===== src/rtl/io_port_ctrl.sv =====
// io_port_ctrl -- host <-> CPU I/O port bridge built from two small FIFOs.
//
// Input path : host pushes words (valid/ready); the CPU sees the oldest word
//              on cpu_in_port and consumes it with a one-cycle cpu_in_ack pulse.
//              When the FIFO is empty, cpu_in_port keeps showing the last word
//              the CPU consumed (hold register).
// Output path: the CPU writes with a one-cycle cpu_out_we pulse. The host drains
//              with valid/ready. A write into a full FIFO is dropped unless the
//              host pops on the same edge.
//
// Ports
//   clk, rst                         single clock, async active-high reset
//   host_in_data/valid/ready         host -> input FIFO
//   cpu_in_port, cpu_in_ack          input FIFO -> CPU in_port
//   cpu_out_port, cpu_out_we         CPU out_port -> output FIFO
//   host_out_data/valid/ready        output FIFO -> host
//   out_overflow                     sticky "CPU output word dropped" flag
//
// Build option
//   IO_OUT_OVERFLOW_FLAG_EN  defined : out_overflow sets on a dropped word and
//                                      holds until rst.
//                            undefined: out_overflow is tied low, no flag flop.

// Circular FIFO with one extra pointer bit to tell full from empty.
// Push/pop qualification is the caller's job; this block only guards
// against popping empty / pushing full so the pointers can never slip.
module io_port_fifo #(
  parameter int DEPTH = 4,
  parameter int WIDTH = 16
) (
  input  logic             clk,
  input  logic             rst,
  input  logic             push,
  input  logic [WIDTH-1:0] wdata,
  input  logic             pop,
  output logic [WIDTH-1:0] rdata,
  output logic             full,
  output logic             empty
);
  localparam int AW = $clog2(DEPTH);
  localparam int PW = AW + 1;

  logic [WIDTH-1:0] mem [DEPTH];
  logic [AW:0]      wr_ptr, rd_ptr;
  logic             do_push, do_pop;

  assign empty = (wr_ptr == rd_ptr);
  assign full  = (wr_ptr[AW] != rd_ptr[AW]) && (wr_ptr[AW-1:0] == rd_ptr[AW-1:0]);
  assign rdata = mem[rd_ptr[AW-1:0]];

  // A push into a full FIFO is legal only when the same edge frees a slot.
  assign do_pop  = pop && !empty;
  assign do_push = push && (!full || do_pop);

  always_ff @(posedge clk or posedge rst) begin
    if (rst) begin
      wr_ptr <= '0;
      rd_ptr <= '0;
    end else begin
      if (do_push) wr_ptr <= wr_ptr + PW'(1);
      if (do_pop)  rd_ptr <= rd_ptr + PW'(1);
    end
  end

  // Storage needs no reset: it is only visible through non-empty pointers.
  always_ff @(posedge clk) begin
    if (do_push) mem[wr_ptr[AW-1:0]] <= wdata;
  end
endmodule

module io_port_ctrl #(
  parameter int DEPTH = 4,
  parameter int WIDTH = 16
) (
  input  logic             clk,
  input  logic             rst,
  input  logic [WIDTH-1:0] host_in_data,
  input  logic             host_in_valid,
  output logic             host_in_ready,
  output logic [WIDTH-1:0] cpu_in_port,
  input  logic             cpu_in_ack,
  input  logic [WIDTH-1:0] cpu_out_port,
  input  logic             cpu_out_we,
  output logic [WIDTH-1:0] host_out_data,
  output logic             host_out_valid,
  input  logic             host_out_ready,
  output logic             out_overflow
);
  // ---------------- input path ----------------
  logic [WIDTH-1:0] in_head, hold;
  logic             in_full, in_empty, in_push, in_pop;

  assign host_in_ready = !in_full;
  assign in_push       = host_in_valid && !in_full;
  assign in_pop        = cpu_in_ack && !in_empty;  // ack on empty is ignored

  io_port_fifo #(.DEPTH(DEPTH), .WIDTH(WIDTH)) u_in_fifo (
    .clk   (clk),
    .rst   (rst),
    .push  (in_push),
    .wdata (host_in_data),
    .pop   (in_pop),
    .rdata (in_head),
    .full  (in_full),
    .empty (in_empty)
  );

  // Keeps the last consumed word so a repeated IN reads a stable value.
  always_ff @(posedge clk or posedge rst) begin
    if (rst)         hold <= '0;
    else if (in_pop) hold <= in_head;
  end

  assign cpu_in_port = in_empty ? hold : in_head;

  // ---------------- output path ----------------
  logic out_full, out_empty, out_pop;

  assign host_out_valid = !out_empty;
  assign out_pop        = host_out_ready && !out_empty;

  io_port_fifo #(.DEPTH(DEPTH), .WIDTH(WIDTH)) u_out_fifo (
    .clk   (clk),
    .rst   (rst),
    .push  (cpu_out_we),
    .wdata (cpu_out_port),
    .pop   (out_pop),
    .rdata (host_out_data),
    .full  (out_full),
    .empty (out_empty)
  );

`ifdef IO_OUT_OVERFLOW_FLAG_EN
  logic ovf_q, out_drop;

  // Same condition the FIFO uses to refuse the write.
  assign out_drop = cpu_out_we && out_full && !out_pop;

  always_ff @(posedge clk or posedge rst) begin
    if (rst)           ovf_q <= 1'b0;
    else if (out_drop) ovf_q <= 1'b1;
  end

  assign out_overflow = ovf_q;
`else
  // Words are still dropped on a full FIFO; the event just is not reported.
  assign out_overflow = 1'b0;
`endif
endmodule


===== config.mk =====
export PLATFORM = sky130hd
export DESIGN_NAME = io_port_ctrl
export DESIGN_NICKNAME = d
export VERILOG_FILES = /design/src/rtl/io_port_ctrl.sv
export SDC_FILE = /design/constraint.sdc
export NUM_CORES = 1
export LEC_CHECK = 0
export ABC_AREA = 1
export BUFFER_PORTS_ARGS = -buffer_cell sky130_fd_sc_hd__buf_2
export CORE_AREA = 2 2 172 90
export CTS_CLUSTER_SIZE = 28
export DETAILED_ROUTE_END_ITERATION = 12
export DIE_AREA = 0 0 174 92
export PLACE_DENSITY = 0.69
export SLEW_MARGIN = 20
export SYNTH_ARGS = -nofsm -noshare
export SYNTH_HDL_FRONTEND = slang
export SYNTH_SLANG_ARGS = --single-unit

===== constraint.sdc =====
create_clock -name clk -period 3 [get_ports clk]
set_input_delay 0.15 -clock clk [delete_from_list [all_inputs] [get_ports clk]]
set_output_delay 0.15 -clock clk [all_outputs]
set_load 0.02 [all_outputs]

# [Yosys cells after proc, flatten, opt, wreduce, memory -nomap -nowiden]
# Memories as Yosys holds them, arrays and structs flattened.
# Index checks and enable logic that the tools add are counted.
[classes] add_sub_neg=4 eq_ne=6 muxes=5 n_reduce_logical=15
[op_table] cell="$mux 16" n=1
[op_table] cell="$add 3x1->3 const B" n=4
[op_table] cell="$logic_and 1x1->1" n=9
[op_table] cell="$eq 3x3->1" n=2
[op_table] cell="$eq 2x2->1" n=2
[op_table] cell="$logic_not 1->1" n=4
[op_table] cell="$mux 1" n=4
[op_table] cell="$logic_or 1x1->1" n=2
[op_table] cell="$ne 1x1->1" n=2
[totals] regBits=28 ramBits=128 output_inout_bits=35 memories=2
[memory_table] name="u_in_fifo.mem" words=4 width=16 read_ports=1 rd_clocked_by_memory_dff=0 wr=1 line="43" text="logic [WIDTH-1:0] mem [DEPTH];"
[memory_table] name="u_out_fifo.mem" words=4 width=16 read_ports=1 rd_clocked_by_memory_dff=0 wr=1 line="43"

# [Depth between registers and ports, before layout]
[depth] ltp_word=8 mapped_depth=9 ltp_nobuf=8

# [Modules after synthesis]
# From an unflattened synthesis, not the netlist that was laid out.
[hier_totals] hier_cells=564 hier_area_um2=6651.4
[modules_own_cells] module="io_port_fifo" n_inst=2 cells_per_inst=216 area_per_inst_um2=2849.0
[modules_own_cells] module="io_port_ctrl" n_inst=1 cells_per_inst=132 area_per_inst_um2=953.4

# [Worst setup path after synthesis]
# Ideal clock, no wire load.
[synth_timing] path_kind="reg-to-reg" start="register u_in_fifo.rd_ptr[1]" end="memory u_in_fifo.mem[0][0] (enable)" arrival_ns=1.702 required_time_ns=2.611 slack_ns=0.909 path_stages_with_launch=6 period_less_slack_ns=2.091 cell_sequence="dfrtp_1 -> buf_6 -> xnor2_4 -> nand3_2 -> nand2_1 -> nor2_1"
[synth_between] elab_cells_between_ends=12 cone_classes="eq/ne: 2; mux: 2; reduce/logical: 8"
[synth_rtl] item="from (decl)" line="44" text="logic [AW:0] wr_ptr, rd_ptr;"
[synth_rtl] item="from (signal assigned)" line="61" text="if (do_pop) rd_ptr <= rd_ptr + PW'(1);"
[synth_rtl] item="$eq 2x2->1 *" line="48" text="assign full = (wr_ptr[AW] != rd_ptr[AW]) && (wr_ptr[AW-1:0] == rd_ptr[AW-1:0]);"
[synth_rtl] item="$logic_and 1x1->1 *" line="48"
[synth_rtl] item="$logic_not 1->1 *"
[synth_rtl] item="via host_in_ready" line="79" text="output logic host_in_ready,"
[synth_rtl] item="$logic_and 1x1->1 / $logic_or 1x1->1 (equally long branches)" line="94, 53"
[synth_rtl] item="$logic_and 1x1->1 *" line="53" text="assign do_push = push && (!full || do_pop);"
[synth_rtl] item="$mux 1 *" line="67" text="if (do_push) mem[wr_ptr[AW-1:0]] <= wdata;"
[synth_rtl] item="$mux 1 (implied by the code) *" line="67"
[synth_rtl] item="to (decl)" line="43"
# The timed path passes the listed nets; every way through them passes the cells marked *.

# [Final worst setup path]
[layout_timing] start="register u_in_fifo.rd_ptr[0]" end="output cpu_in_port[11]"
[layout_between] elab_chain_len=2 elab_cells_between_ends=3 cone_classes="eq/ne: 1; mux: 1; memory: 1"
[layout_lines] item="$mem_v2 4x16 / $eq 3x3->1 (equally long branches)"
[layout_lines] item="$mux 16 *" line="114" text="assign cpu_in_port = in_empty ? hold : in_head;"
[layout_lines] item="to (decl)" line="80" text="output logic [WIDTH-1:0] cpu_in_port,"
# Every way passes the cells marked *; elsewhere a longest branch is shown, timed or not.

==> metrics.csv <==
metric;value;unit
synth_area;0.00666;mm^2
first_iter_violations;282;
max_freq;404;MHz
hold_viol_final;0;
io_pins;73;
critPathLaunchType;flip-flop;
gp_congestion;0.793;
synth.avg_cell_area;11.1;um^2
crit_required;2.85;ns
p_leak;3.42;nW
crit_path_cell_trace;buf_4, nand2_1, nand2_2, nand3_4, o21ai_1, buf_2;
cts.htree.levels;4;
first_pass_iters;5;
finalCritPeriodShare;0.825;
core;0.0147;mm^2
cts.path.max_buffers;2;
wl;14000;um
grt_pass1_wl;23000;um
critPathMaxStageDelay;0.46;ns
fin_hold_ws;0.0394;ns
crit_arrival;2.33;ns
ir_worst_vdd;0.402;mV
cts_tree;built;
yosysUniqueCellTypes;26;
grt-ovfl-total;0;
rsz0062_at_grt;no;
via_count;4549;
nets;755;
p_per_area;1080;mW/mm^2
tightest_slew;0.622;ns
maxCapViolCount;0;
cp_max_fo;52;
wl_per_cell;15.1;um
dieArea;0.0160;mm^2
finalPower;0.00871;W
slew_violations;0;
worstSetupEndpointType;primary output;
status;finished, final reports clean;
clk_pin_slew;0.06;ns
ys_ff_latch;156;
drc;0;
dpl.hpwl;9080;um
root_buffer;clkbuf_16;
ant_nets;0;
via_per_inst;4.92;
path_delay_family;simple AND/OR/NAND/NOR gates;
dieWidth;174;um
die_h;92;um
antenna_found_initial;2;
cp_slowest_cell;nand3_4;
fin_crit;2.48;ns
ys_seq_area_frac;0.682;
crit_buf_inv;2;
dp_slack;0.861;ns
finalSetupViolCount;0;
layout-area-overhead-vs-synth;21.4;%
drive_gt1_frac;0.172;
synth_warnings;0;
start_util;0.452;
fin_ws;0.525;ns
final_common_cell;nand2_1;
postCtsSetupBuffers;0;
final_util;0.549;
relSlewSlack;0.585;
numCtsBuffers;17;
rows;32;
syn-num-nets;646;
cts.sinks;156;
fin_skew;0.0141;ns
grt_usage;0.185;
layout_common_cells;189 x nand2_1, 128 x edfxtp_1, 71 x buf_2, 51 x inv_1, 42 x nor2_1;
min_path_type;in2reg;
numPortBuffers;71;
insertion_delay;0.41;ns
synthesis.instances;598;
first_global_vias;4502;
setup_tns;0;ns
critical_path_class;reg2out;
grt_max_degree;53;
## routing by layer
metal / part of all wire / global-route usage
met5: 0.0011 / 0
met4: 0.0085 / 0.0616
met3: 0.073 / 0.0444
met2: 0.44 / 0.273
met1: 0.48 / 0.271
## path summary, 6_finish.rpt
check                                      from                    to  slack (ns)  cells after the start
min reg2reg                             hold[8]               hold[8]        0.48                      2
max reg2reg                u_out_fifo.rd_ptr[1]  u_out_fifo.mem[0][5]        0.82                      9
max                         u_in_fifo.rd_ptr[0]       cpu_in_port[11]        0.52                      6
min in group asynchronous                   rst               hold[4]        0.36                      4
max in group asynchronous                   rst  u_out_fifo.wr_ptr[1]        2.33                      4
min                               host_in_valid   u_in_fifo.wr_ptr[1]        0.04                      3
## power breakdown
group	internal [W]	switching, W
clock	0.00116	0.000878
sequential	0.00292	0.000246
combinational	0.00110	0.00240
total	0.00518	0.00353
## cell usage after synthesis
master    instances  area [um^2]
clkbuf_1          7         26.3
inv_1            51          191
o22ai_1          16          100
conb_1            1         3.75
nand2_2           2         12.5
nand2_1         189          709
buf_8             1         15.0
nand3_4           1         17.5
xnor2_4           1         27.5
o21ai_0          32          160
nand2_8           1         20.0
buf_2            10         50.1
o211ai_1         16          120
buf_6             6         67.6
edfxtp_1        128         3840
nor2_1           42          158
ha_1             10          125
inv_2             1         3.75
nand3_1          28          140
buf_4             4         30.0
o21ai_1          16         80.1
inv_6             1         8.76
xor2_1            4         35.0
buf_1             1         3.75
dfrtp_1          28          701
nand3_2           1         10.0
## final cells by class
type | instances | area [um^2]
fillers | 1260 | 6650
flip-flops and latches | 156 | 4540
multi-input cells | 360 | 1720
repair buffers | 119 | 798
clock buffers | 19 | 433
well taps | 204 | 255
inverters | 53 | 204
clock inverters | 13 | 131
diodes | 1 | 2.50
## tightest hold or removal path: cells and delay by family
| family | cells | cell delay [ns] |
|---|---|---|
| simple gates | 2 | 0.13 |
| buf+inv | 1 | 0.13 |
## flip-flops by register name (all words and copies together) (netlist names)
name and flops:
u_in_fifo.wr_ptr 3, u_in_fifo.rd_ptr 3, hold 16, u_in_fifo.mem 64, u_out_fifo.wr_ptr 3, u_out_fifo.mem 64
u_out_fifo.rd_ptr 3
## timing repair
item / 4_1_cts / 5_1_grt
resized for setup: 0 / 0
hold buffers: 33 / 0
hold endpoints to repair: 156 / 0
## stage by stage
step	instance area, um^2	instances
5_1_grt	8090	924
6_report	8090	925
3_3_place_gp	7190	859
3_5_place_dp	7190	859
2_1_floorplan	6660	598
4_1_cts	8090	924
## cells by family (layout without fill, tap and decap cells)
group,Yosys count,in the layout,synth area share
adder cells (fa/ha/maj),10,10,0.0188
XOR/XNOR,5,5,0.00939
other,1,2,0.000563
AO/OA/AOI/OAI,80,80,0.0691
buffers and inverters,82,204,0.0596
AND/OR/NAND/NOR,264,264,0.160
flip-flops,156,156,0.682
(Power assumes the default switching activity.)
